===== config.mk =====
export PLATFORM = sky130hd
export DESIGN_NAME = clk_div_cfg_ctrl
export DESIGN_NICKNAME = d
export VERILOG_FILES = /design/src/rtl/clk_div_ctrl_pkg.sv /design/src/rtl/rr_arbiter.sv /design/src/rtl/clk_div_cfg_ctrl.sv
export SDC_FILE = /design/constraint.sdc
export NUM_CORES = 1
export LEC_CHECK = 0
export BUFFER_PORTS_ARGS = -buffer_cell sky130_fd_sc_hd__buf_2
export CELL_PAD_IN_SITES_DETAIL_PLACEMENT = 2
export CELL_PAD_IN_SITES_GLOBAL_PLACEMENT = 2
export CORE_ASPECT_RATIO = 0.5
export CORE_MARGIN = 2
export CORE_UTILIZATION = 30
export CTS_BUF_LIST = sky130_fd_sc_hd__clkbuf_4 sky130_fd_sc_hd__clkbuf_8 sky130_fd_sc_hd__clkbuf_16
export DETAILED_ROUTE_END_ITERATION = 10
export PLACE_DENSITY = 0.88
export SLEW_MARGIN = 40
export SYNTH_ARGS = -nofsm -noshare
export SYNTH_HDL_FRONTEND = slang
export SYNTH_HIERARCHICAL = 1
export SYNTH_SLANG_ARGS = --single-unit

===== constraint.sdc =====
create_clock -name I_REF_CLK -period 2.2 [get_ports I_REF_CLK]
set_clock_uncertainty 0.2 [all_clocks]
set_input_delay 0.44 -clock I_REF_CLK [delete_from_list [all_inputs] [get_ports I_REF_CLK]]
set_output_delay 0.44 -clock I_REF_CLK [all_outputs]
set_load 0.02 [all_outputs]

===== src/rtl/clk_div_ctrl_pkg.sv =====
// Shared types and defaults for the clock-divider configuration controller.
package clk_div_ctrl_pkg;

   localparam int STATE_W        = 3;
   localparam int DEF_GUARD_CYC  = 4;
   localparam int DEF_SETTLE_CYC = 8;
   localparam int DEF_DIV_RATIO  = 2;

   typedef enum logic [STATE_W-1:0] {
      IDLE   = 3'd0,
      GATE   = 3'd1,
      LOAD   = 3'd2,
      SETTLE = 3'd3,
      ACK    = 3'd4
   } state_t;

   // Larger of two integers; sizes the shared guard/settle counter.
   function automatic int max_int(input int a, input int b);
      return (a > b) ? a : b;
   endfunction

endpackage


===== src/rtl/rr_arbiter.sv =====
// Combinational round-robin arbiter: picks the lowest requesting index at or
// above rr_ptr, wrapping around, and reports it one-hot and as an index.
module rr_arbiter #(
   parameter int NUM_REQ = 2
) (
   input  logic [NUM_REQ-1:0]         req,
   input  logic [$clog2(NUM_REQ)-1:0] rr_ptr,
   output logic [NUM_REQ-1:0]         grant,
   output logic [$clog2(NUM_REQ)-1:0] gnt_idx,
   output logic                       valid
);

   localparam int IW = $clog2(NUM_REQ);

   logic [IW:0]   sum_next;
   logic [IW-1:0] cand_next;

   // Walk the candidates starting at rr_ptr; the first requester found wins.
   always_comb begin
      grant     = '0;
      gnt_idx   = '0;
      valid     = 1'b0;
      sum_next  = '0;
      cand_next = '0;
      for (int i = 0; i < NUM_REQ; i++) begin
         sum_next = {1'b0, rr_ptr} + (IW+1)'(i);
         if (sum_next >= (IW+1)'(NUM_REQ)) begin
            sum_next = sum_next - (IW+1)'(NUM_REQ);
         end
         cand_next = sum_next[IW-1:0];
         if (!valid && req[cand_next]) begin
            valid            = 1'b1;
            gnt_idx          = cand_next;
            grant[cand_next] = 1'b1;
         end
      end
   end

endmodule


===== src/rtl/clk_div_cfg_ctrl.sv =====
// Arbitrates ratio requests for one shared clock divider: gates CLK_EN, loads
// the winner's ratio, re-enables, waits a settle window, then acks.
// Optional feature macro: CLK_DIV_SKIP_SAME_RATIO_EN -- when the winner asks
// for the ratio already driven, the gate/load/settle sequence is skipped.
module clk_div_cfg_ctrl
   import clk_div_ctrl_pkg::*;
#(
   parameter int NUM_REQ    = 2,
   parameter int RATIO_W    = 8,
   parameter int DEF_RATIO  = DEF_DIV_RATIO,
   parameter int GUARD_CYC  = DEF_GUARD_CYC,
   parameter int SETTLE_CYC = DEF_SETTLE_CYC
) (
   input  logic                         I_REF_CLK,
   input  logic                         RST_EN,
   input  logic [NUM_REQ-1:0]           req,
   input  logic [NUM_REQ*RATIO_W-1:0]   req_ratio,
   output logic [NUM_REQ-1:0]           ack,
   output logic [$clog2(NUM_REQ)-1:0]   gnt_id,
   output logic                         busy,
   output logic                         CLK_EN,
   output logic [RATIO_W-1:0]           DIV_RATIO
);

   localparam int IW      = $clog2(NUM_REQ);
   localparam int MAX_CYC = max_int(GUARD_CYC, SETTLE_CYC);
   localparam int CW      = $clog2(MAX_CYC) + 1;

   state_t               state_reg;
   logic [CW-1:0]        cnt_reg;
   logic [IW-1:0]        rr_ptr_reg;
   logic [IW-1:0]        gnt_id_reg;
   logic [NUM_REQ-1:0]   gnt_oh_reg;
   logic [RATIO_W-1:0]   ratio_reg;
   logic [RATIO_W-1:0]   div_ratio_reg;
   logic                 clk_en_reg;
   logic [NUM_REQ-1:0]   ack_reg;

   logic [NUM_REQ-1:0]   win_oh;
   logic [IW-1:0]        win_idx;
   logic                 win_valid;
   logic [RATIO_W-1:0]   ratio_arr [NUM_REQ];
   logic [RATIO_W-1:0]   win_ratio;

   // Unpack the flat ratio bus so the winner's slice can be selected by index.
   for (genvar gi = 0; gi < NUM_REQ; gi++) begin : g_ratio
      assign ratio_arr[gi] = req_ratio[gi*RATIO_W +: RATIO_W];
   end

   assign win_ratio = ratio_arr[win_idx];

   rr_arbiter #(
      .NUM_REQ (NUM_REQ)
   ) u_arb (
      .req     (req),
      .rr_ptr  (rr_ptr_reg),
      .grant   (win_oh),
      .gnt_idx (win_idx),
      .valid   (win_valid)
   );

   // Reconfiguration sequencer; every output it drives is registered.
   always_ff @(posedge I_REF_CLK) begin
      if (RST_EN) begin
         state_reg     <= IDLE;
         cnt_reg       <= '0;
         rr_ptr_reg    <= '0;
         gnt_id_reg    <= '0;
         gnt_oh_reg    <= '0;
         ratio_reg     <= RATIO_W'(DEF_RATIO);
         div_ratio_reg <= RATIO_W'(DEF_RATIO);
         clk_en_reg    <= 1'b1;
         ack_reg       <= '0;
      end else begin
         case (state_reg)
            IDLE: begin
               if (win_valid) begin
                  gnt_id_reg <= win_idx;
                  gnt_oh_reg <= win_oh;
                  ratio_reg  <= win_ratio;
                  cnt_reg    <= '0;
`ifdef CLK_DIV_SKIP_SAME_RATIO_EN
                  if (win_ratio == div_ratio_reg) begin
                     ack_reg   <= win_oh;
                     state_reg <= ACK;
                  end else begin
                     clk_en_reg <= 1'b0;
                     state_reg  <= GATE;
                  end
`else
                  clk_en_reg <= 1'b0;
                  state_reg  <= GATE;
`endif
               end
            end
            GATE: begin
               if (cnt_reg == CW'(GUARD_CYC - 1)) begin
                  cnt_reg   <= '0;
                  state_reg <= LOAD;
               end else begin
                  cnt_reg <= cnt_reg + 1'b1;
               end
            end
            LOAD: begin
               div_ratio_reg <= ratio_reg;
               clk_en_reg    <= 1'b1;
               cnt_reg       <= '0;
               state_reg     <= SETTLE;
            end
            SETTLE: begin
               if (cnt_reg == CW'(SETTLE_CYC - 1)) begin
                  cnt_reg   <= '0;
                  ack_reg   <= gnt_oh_reg;
                  state_reg <= ACK;
               end else begin
                  cnt_reg <= cnt_reg + 1'b1;
               end
            end
            ACK: begin
               if (!req[gnt_id_reg]) begin
                  ack_reg    <= '0;
                  rr_ptr_reg <= (gnt_id_reg == IW'(NUM_REQ - 1)) ? '0 : gnt_id_reg + 1'b1;
                  state_reg  <= IDLE;
               end
            end
            default: begin
               state_reg <= IDLE;
            end
         endcase
      end
   end

   assign ack       = ack_reg;
   assign gnt_id    = gnt_id_reg;
   assign busy      = (state_reg != IDLE);
   assign CLK_EN    = clk_en_reg;
   assign DIV_RATIO = div_ratio_reg;

endmodule

======== Yosys cells after proc, flatten, opt, wreduce, memory -nomap -nowiden ========
Cells that the tools add are included.
Widths: inputs -> output; s select.
operators by class
  $add $sub $neg .......................... 5
  magnitude comparators ................... 8
  eq/ne operators ......................... 10
  mux-type cells .......................... 36
  bitwise logic cells ..................... 3
  reduce and logical (&&, ||, !) cells .... 15
operator list
  operator             count
  $mux 8               3
  $mux 1               16
  $pmux 4 s4           1
  $pmux 3 s5           1
  $mux 3               4
  $mux 4               3
  $mux 2               4
  $reduce_and 2->1     4
  $eq 3x2->1 const B   2
  $lt 1x2->1 const B   3
  $ne 2x2->1 const B   3
  $add 4x1->4 const B  1
  $eq 4x2->1 const B   1
  $eq 4x3->1 const B   1
  $ge 2x2->1 const B   2
  $pmux 2 s2           1
  $reduce_and 4->1     1
  $reduce_bool 2->1    2
  $reduce_bool 4->1    1
  $eq 3x1->1 const B   1
  $eq 3x3->1 const B   1
  $logic_and 1x1->1    3
  $logic_not 3->1      1
  $reduce_and 3->1     1
  other kinds (13)     16
word-level totals
  bits in registers ....................... 30
  logic and storage cells ................. 86

======== Depth between registers and ports, before layout ========
Gate-level depths: netlist of the first run.
  depth in word-level cells ............... 12
  depth in mapped cells ................... 7
  gate-level depth less buffers ........... 5

======== By module ========
The synthesis of the first run kept the hierarchy.
modules (own cells, without submodules)
  module            instances  cells each  area an instance (um^2)  seq. area each (um^2)
  clk_div_cfg_ctrl  1          152         1,346.3                  600.6
  rr_arbiter        1          5           32.5                     0.0

======== Worst setup path before layout of the first run ========
OpenSTA, ideal clock, no wires.
  path kind ............................... input port to flip-flop
  start point ............................. input req[1]
  end point ............................... register ratio_reg[1]
  setup time .............................. 0.120 ns
  data arrival time ....................... 1.285 ns
  required time ........................... 1.880 ns
  setup slack ............................. 0.595 ns
  stages on the path ...................... 5
  path buffers ............................ 1
  path through ............................ a21boi_1 buf_2 mux2i_1 nor2_1 a211o_1
between the ends
  word-level cells in the longest chain between the ends .. 10
  elaborated cells on any way between the ends .. 15
RTL lines
  item                                       RTL line                source
  start, declared                            clk_div_cfg_ctrl.sv:16  input logic [NUM_REQ-1:0] req,
  $mux 1 (implied by the code) (2 in a row)  rr_arbiter.sv:31        if (!valid && req[cand_next]) begin
  $mux 1                                     rr_arbiter.sv:31
  $logic_not 1->1                            rr_arbiter.sv:31
  $logic_and 1x1->1                          rr_arbiter.sv:31
  $mux 1                                     rr_arbiter.sv:31
  $not 1->2 (implied by the code)            clk_div_cfg_ctrl.sv:50  assign win_ratio = ratio_arr[win_idx];
  $mux 8 (implied by the code) (3 in a row)  clk_div_cfg_ctrl.sv:50
  end signal, assigned                       clk_div_cfg_ctrl.sv:70  ratio_reg <= RATIO_W'(DEF_RATIO);
  end signal, assigned                       clk_div_cfg_ctrl.sv:80  ratio_reg <= win_ratio;
  end, declared                              clk_div_cfg_ctrl.sv:34  logic [RATIO_W-1:0] ratio_reg;
Parallel ways exist; a longest one is shown, timed or not. The select of a mux whose other input is x is not followed.
A chain may end at the register's enable or synchronous reset.

======== Worst setup path in the final report of the first run ========
  start point ............................. register state_reg[2]
  end point ............................... output busy
between the ends
  word-level cells in the longest chain between the ends .. 1
RTL lines
  item                    RTL line                 source
  start, declared         clk_div_cfg_ctrl.sv:29   state_t state_reg;
  start signal, assigned  clk_div_cfg_ctrl.sv:65   state_reg <= IDLE;
  start signal, assigned  clk_div_cfg_ctrl.sv:92   state_reg <= GATE;
  start signal, assigned  clk_div_cfg_ctrl.sv:99   state_reg <= LOAD;
  $reduce_bool 3->1       clk_div_cfg_ctrl.sv:135  assign busy = (state_reg != IDLE);
  end, declared           clk_div_cfg_ctrl.sv:20   output logic busy,
No other way between the ends.

==> results of run 1 <==
==> worst paths after layout <==
kind / startpoint / endpoint / cells after the start
setup reg to reg: state_reg[2] / ratio_reg[0] / 4
hold reg to reg: DIV_RATIO[3] / DIV_RATIO[3] / 2
setup / recovery: state_reg[2] / busy / 3
hold / removal: DIV_RATIO[3] / DIV_RATIO[3] / 2
==> cells by family after synthesis <==
kind of cell,share of synthesized area
AND/OR/NAND/NOR,0.223
AO/OA/AOI/OAI,0.184
flip-flops,0.436
buffers and inverters,0.0617
multiplexers,0.0735
XOR/XNOR,0.0127
adder cells (fa/ha/maj),0.00907
==> worst max-delay path, stage by stage (launching register included) <==
cell and delay [ps]:
dfxtp_1 420, nor3_1 380, inv_1 140, buf_2 180
==> layout make-up <==
cell class / instances / area [sq um]
well taps: 57 / 71.3
inverters: 3 / 11.3
clock buffers: 7 / 90.1
fillers: 508 / 2760
flip-flops and latches: 30 / 601
clock inverters: 1 / 5.00
repair buffers: 33 / 168
multi-input cells: 115 / 693
==> stage by stage <==
stage / utilization / std cells / power (mW) / instance area, sq um / setup WS (ps)
final: 0.372 / 246 / 1.35 / 1640 / 147
after global routing: 0.372 / 246 / 1.41 / 1640 / 16.2
after CTS: 0.372 / 246 / 1.36 / 1640 / 165
after detailed placement: 0.351 / 238 / 0.863 / 1540 / 249
after global placement: 0.351 / 238 / 0.846 / 1540 / 414
after floorplan: - / 157 / 0.801 / 1380 / 595
==> per-layer routing <==
layer  GRT usage  share of wire  routed length [um]
met1       0.202           0.44                1880
met2       0.321           0.51                2170
met3      0.0578          0.032                 135
met4      0.0616          0.014                  59
met5           0              0                   0
==> power groups by stage <==
stage               registers, mW  clock network (mW)  logic, mW
global route                0.633               0.520      0.260
global placement            0.631                   0      0.214
detailed placement          0.634                   0      0.228
CTS                         0.626               0.492      0.239
floorplan                   0.632                   0      0.170
finish                      0.627               0.488      0.235
==> cell usage in the layout, fill, tap and decap left out, types with 2 or more instances in the layout <==
cell type and count:
a211oi_1 7, inv_1 3, nor2_1 15, nand2_1 27, a21boi_1 3, mux2i_1 9, nand3_1 4, clkbuf_8 6
or2_2 2, a21oi_1 16, dfxtp_1 30, o21ai_0 2, buf_2 32, nor3_1 3, a211o_1 3
==> flow_summary_export.csv, run 1 <==
group,metric,value,unit
yosys,yosysSeqAreaShare,0.436,
power_and_ir_drop,switchingPower,0.411,mW
floorplanning,dieArea,5190,sq um
setup_path,setup.worst_path.start_class,"flip-flop",
grt,grt_remaining_overflow,0,
cts,postCtsSetupBuffers,0,
yosys,synth-seq-cells,30,
cts,clock_path_buffers,2,
timing,finalSetupTns,0,ps
drt,drtIter0Drc,27,
power_and_ir_drop,power_frac_comb,0.174,
yosys,yosys.cell_count.top_type,"dfxtp_1",
cts,cts_buffers,5,
yosys,yosys_warnings,6,
yosys,synthTopCellsByArea,"dfxtp_1, nand2_1, mux2i_1",
finish,n_antenna_cell,0,
hold_path,worstHoldPathType,"flip-flop to flip-flop",
setup_path,crit_required,1560,ps
floorplanning,ios,33,
floorplanning,core,4400,sq um
yosys,ys.flop_type,"dfxtp_1",
cts,cts_hold_buf,0,
grt,grt_pass1_wl,6870,um
timing,finalHoldViolCount,0,
floorplanning,die_h,51.9,um
placed_design,gp_congestion,0.799,
power_and_ir_drop,p_int,0.939,mW
finish,area_growth,18.9,%
timing,worstMarginPinSlew,658,ps
finish,nets,209,
timing,rsz0062_at_grt,"no",
yosys,syn-num-nets,178,
floorplanning,fp-row-count,17,
timing,slew_headroom,0.559,
yosys,synthCells,157,
yosys,synth_common_cells,"dfxtp_1, nand2_1, a21oi_1",
power_and_ir_drop,peakVddDrop,0.000205,V
power_and_ir_drop,switching_share,0.304,
timing,period_share,0.933,
setup_path,worstSetupEndpointType,"output port",
timing,slew_viol_final,0,
grt,grt_pass1_vias,1373,
setup_path,worstPathMaxFanout,8,
flow_run,drv_cap,0,
floorplanning,dieWidth,99.9,um
grt,grtUsageTotal,0.178,
power_and_ir_drop,clkPwrFrac,0.361,
setup_path,crit_type,"flip-flop to output port",
drt,wl_per_cell,17.2,um
yosys,avgSynthCellArea,8.78,sq um
timing,holdWs,257,ps
cts,clk_latency,290,ps
grt,grt_max_degree,32,
yosys,synth_top_area_cell,"dfxtp_1",
cts,root_buffer,"clkbuf_8",
drt,drt_wl_total,4240,um
power_and_ir_drop,p_leak,0.677,nW
yosys,syn_area,1380,sq um
cts,cts_sinks,30,
power_and_ir_drop,power_density,824,nW/um^2
yosys,async_reset_ff_frac,0,
grt,antenna_found_initial,0,
power_and_ir_drop,seqPwrFrac,0.464,
timing,min_period,2050,ps
drt,ant_nets,0,
cts,cts_tree,"yes",
drt,drc,0,
yosys,netlist-cell-type-count,42,
drt,dr.pass1.iters,4,
setup_path,cp_data_arrival_time,1410,ps
placed_design,dpl.hpwl,2720,um
status,status,"finished, final reports clean",
drt,vias,1268,
timing,clock.fmax,487,MHz
cts,cts-resized-gates,0,
timing,setup_violations,0,
finish,layout-drive-gt1-share,0.259,
placed_design,numPortBuffers,32,
drt,via_per_inst,5.15,
cts,clkTransAtPathRegs,70,ps
setup_path,reg2reg_slack,190,ps
floorplanning,start_util,0.313,
cts,htree_levels,2,
yosys,synth_edf_count,0,
yosys,synth_top_cell_area_share,0.436,
No activity file was read; power rests on OpenSTA's default activity.
==> run 2: changes to the inputs <==
- ABC_AREA: unset -> 1
- CORE_UTILIZATION: 30 -> 29
- PLACE_DENSITY: 0.88 -> 0.9
==> run 2 against run 1 <==
Combinational power increased to 3.8 times the previous value. Sequential share of layout area decreased by 3.2 points. Cell count increased by 25%. Sequential power increased by 38%. Flip-flop and latch count unchanged. Count of clock-buffer cells in the layout decreased by 1. Critical path depth unchanged. Synthesized cell count increased by 28%. Global-route usage increased by 0.99 points. Critical path type unchanged. Critical endpoint unchanged. Highest routed layer unchanged.
==> flow_summary_export.csv, run 2 <==
group,metric,value,unit
timing,slew_headroom,0.797,
drt,via_per_inst,4.81,
setup_path,slowest_delay,460,ps
yosys,synth_common_cells,"nand2_1, dfxtp_1, inv_1",
cts,root_buffer,"clkbuf_8",
timing,clock.fmax,542,MHz
timing,holdWs,192,ps
drt,vias,1477,
setup_path,setup.worst_path.start_class,"flip-flop",
yosys,yosysSeqAreaShare,0.417,
timing,worstMarginPinSlew,303,ps
drt,wl_per_cell,16.0,um
yosys,avgSynthCellArea,7.16,sq um
setup_path,worstPathMaxFanout,5,
yosys,syn-num-nets,222,
flow_run,drv_cap,0,
cts,cts_buffers,5,
cts,cts_tree,"yes",
floorplanning,start_util,0.297,
power_and_ir_drop,p_total,2.47,mW
cts,postCtsSetupBuffers,0,
grt,grt_pass1_wl,7980,um
yosys,yosys_warnings,6,
placed_design,gp_congestion,0.832,
cts,cts_hold_buf,0,
timing,period_share,0.839,
timing,min_period,1840,ps
floorplanning,die_h,53.8,um
yosys,netlist-cell-type-count,22,
setup_path,crit_chain,"inv_1 > nand2_2 > buf_2",
grt,met2_usage,0.353,
grt,grt_pass1_vias,1593,
grt,gr-max-usage-layer,"met2",
grt,grtUsageTotal,0.188,
cts,cts-resized-gates,0,
yosys,syn_area,1440,sq um
drt,drc,0,
power_and_ir_drop,p_leak,0.869,nW
yosys,synth_top_area_cell,"dfxtp_1",
floorplanning,core,4840,sq um
cts,clk_latency,290,ps
timing,setup_violations,0,
grt,grt_max_degree,26,
drt,dr.pass1.iters,4,
grt,met3_usage,0.0557,
status,status,"finished, final reports clean",
grt,antenna_found_initial,0,
finish,layout-drive-gt1-share,0.257,
finish,fillCellCount,579,
setup_path,crit_required,1560,ps
hold_path,worstHoldPathType,"input port to flip-flop",
finish,area_growth,24.9,%
placed_design,dpl.hpwl,3350,um
drt,drt_wl_total,4910,um
yosys,synthCells,201,
timing,finalHoldViolCount,0,
timing,rsz0062_at_grt,"no",
drt,drtIter0Drc,50,
finish,layout_commonest_cell,"nand2_1",
finish,nets,257,
cts,cts_sinks,30,
floorplanning,dieArea,5580,sq um
power_and_ir_drop,peakVddDrop,0.000458,V
floorplanning,dieWidth,104,um
yosys,synth_edf_count,0,
yosys,ys.flop_type,"dfxtp_1",
setup_path,cp_slowest_cell,"dfxtp_1",
power_and_ir_drop,power_density,1370,nW/um^2
yosys,synthTopCellsByArea,"dfxtp_1, nand2_1, a21oi_1",
drt,ant_nets,0,
finish,layout_common_cells,"nand2_1, buf_2, dfxtp_1",
timing,slew_viol_final,0,
grt,grt_remaining_overflow,0,
floorplanning,fp-row-count,18,
placed_design,numPortBuffers,32,
cts,clkTransAtPathRegs,70,ps
cts,htree_levels,2,
yosys,async_reset_ff_frac,0,
finish,n_antenna_cell,0,
timing,finalSetupTns,0,ps
floorplanning,ios,33,
yosys,synth_top_cell_area_share,0.417,
setup_path,cp_data_arrival_time,1200,ps
setup_path,crit_type,"flip-flop to output port",
setup_path,worstSetupEndpointType,"output port",
cts,clock_path_buffers,2,
yosys,synth-seq-cells,30,
finish,utilization,0.371,
yosys,yosys.cell_count.top_type,"nand2_1",
grt,grt_use_met1,0.208,
## run 2: worst paths after layout
path | startpoint | end | slack, ps | cells after the start
worst max-delay path | state_reg[1] | busy | 360 | 3
worst min-delay path | req_ratio[1] | ratio_reg[1] | 190 | 3
worst max register to register | cnt_reg[0] | state_reg[2] | 370 | 8
worst min register to register | ratio_reg[3] | ratio_reg[3] | 260 | 2
## run 2: through the flow
step / setup slack, ps / std cells / area [sq um]
after detailed placement: 356 / 299 / 1650
after floorplan: 671 / 201 / 1440
final: 355 / 307 / 1800
after CTS: 357 / 307 / 1800
after global placement: 519 / 299 / 1650
after global routing: 233 / 307 / 1800
## run 2: routing by layer
layer,routed length (um),share of wire,vias up
li1,-,-,715
met1,2140,0.44,721
met2,2460,0.50,26
met3,175,0.036,15
met4,126,0.026,0
met5,0,0,-
## run 2: cells by family after synthesis
kind of cell / count (synthesis) / share of synthesized area
and+or+nand+nor: 86 / 0.274
AOI/OAI and AO/OA: 45 / 0.163
buffers and inverters: 35 / 0.109
DFF: 30 / 0.417
muxes: 4 / 0.0278
adders and majority gates: 1 / 0.00869
## run 2: final cells by class
type,count,area [sq um],area share
Multi-Input combinational cell,136,682,0.380
Tap cell,70,87.6,0.0487
Sequential cell,30,601,0.334
Timing Repair Buffer,34,175,0.0975
Clock inverter,2,60.1,0.0334
Clock buffer,6,82.6,0.0460
Inverter,29,109,0.0606
## run 2: report_power, final
part           internal [mW]  total (mW)  switching, mW
registers              0.724       0.865          0.141
clock network          0.483       0.715          0.232
logic                  0.273       0.888          0.615
## run 2: worst max-delay path: cells and delay by family (launching register included)
| kind | cells | cell delay [ps] |
|---|---|---|
| flops | 1 | 460 |
| buf+inv | 2 | 320 |
| simple gates | 1 | 130 |
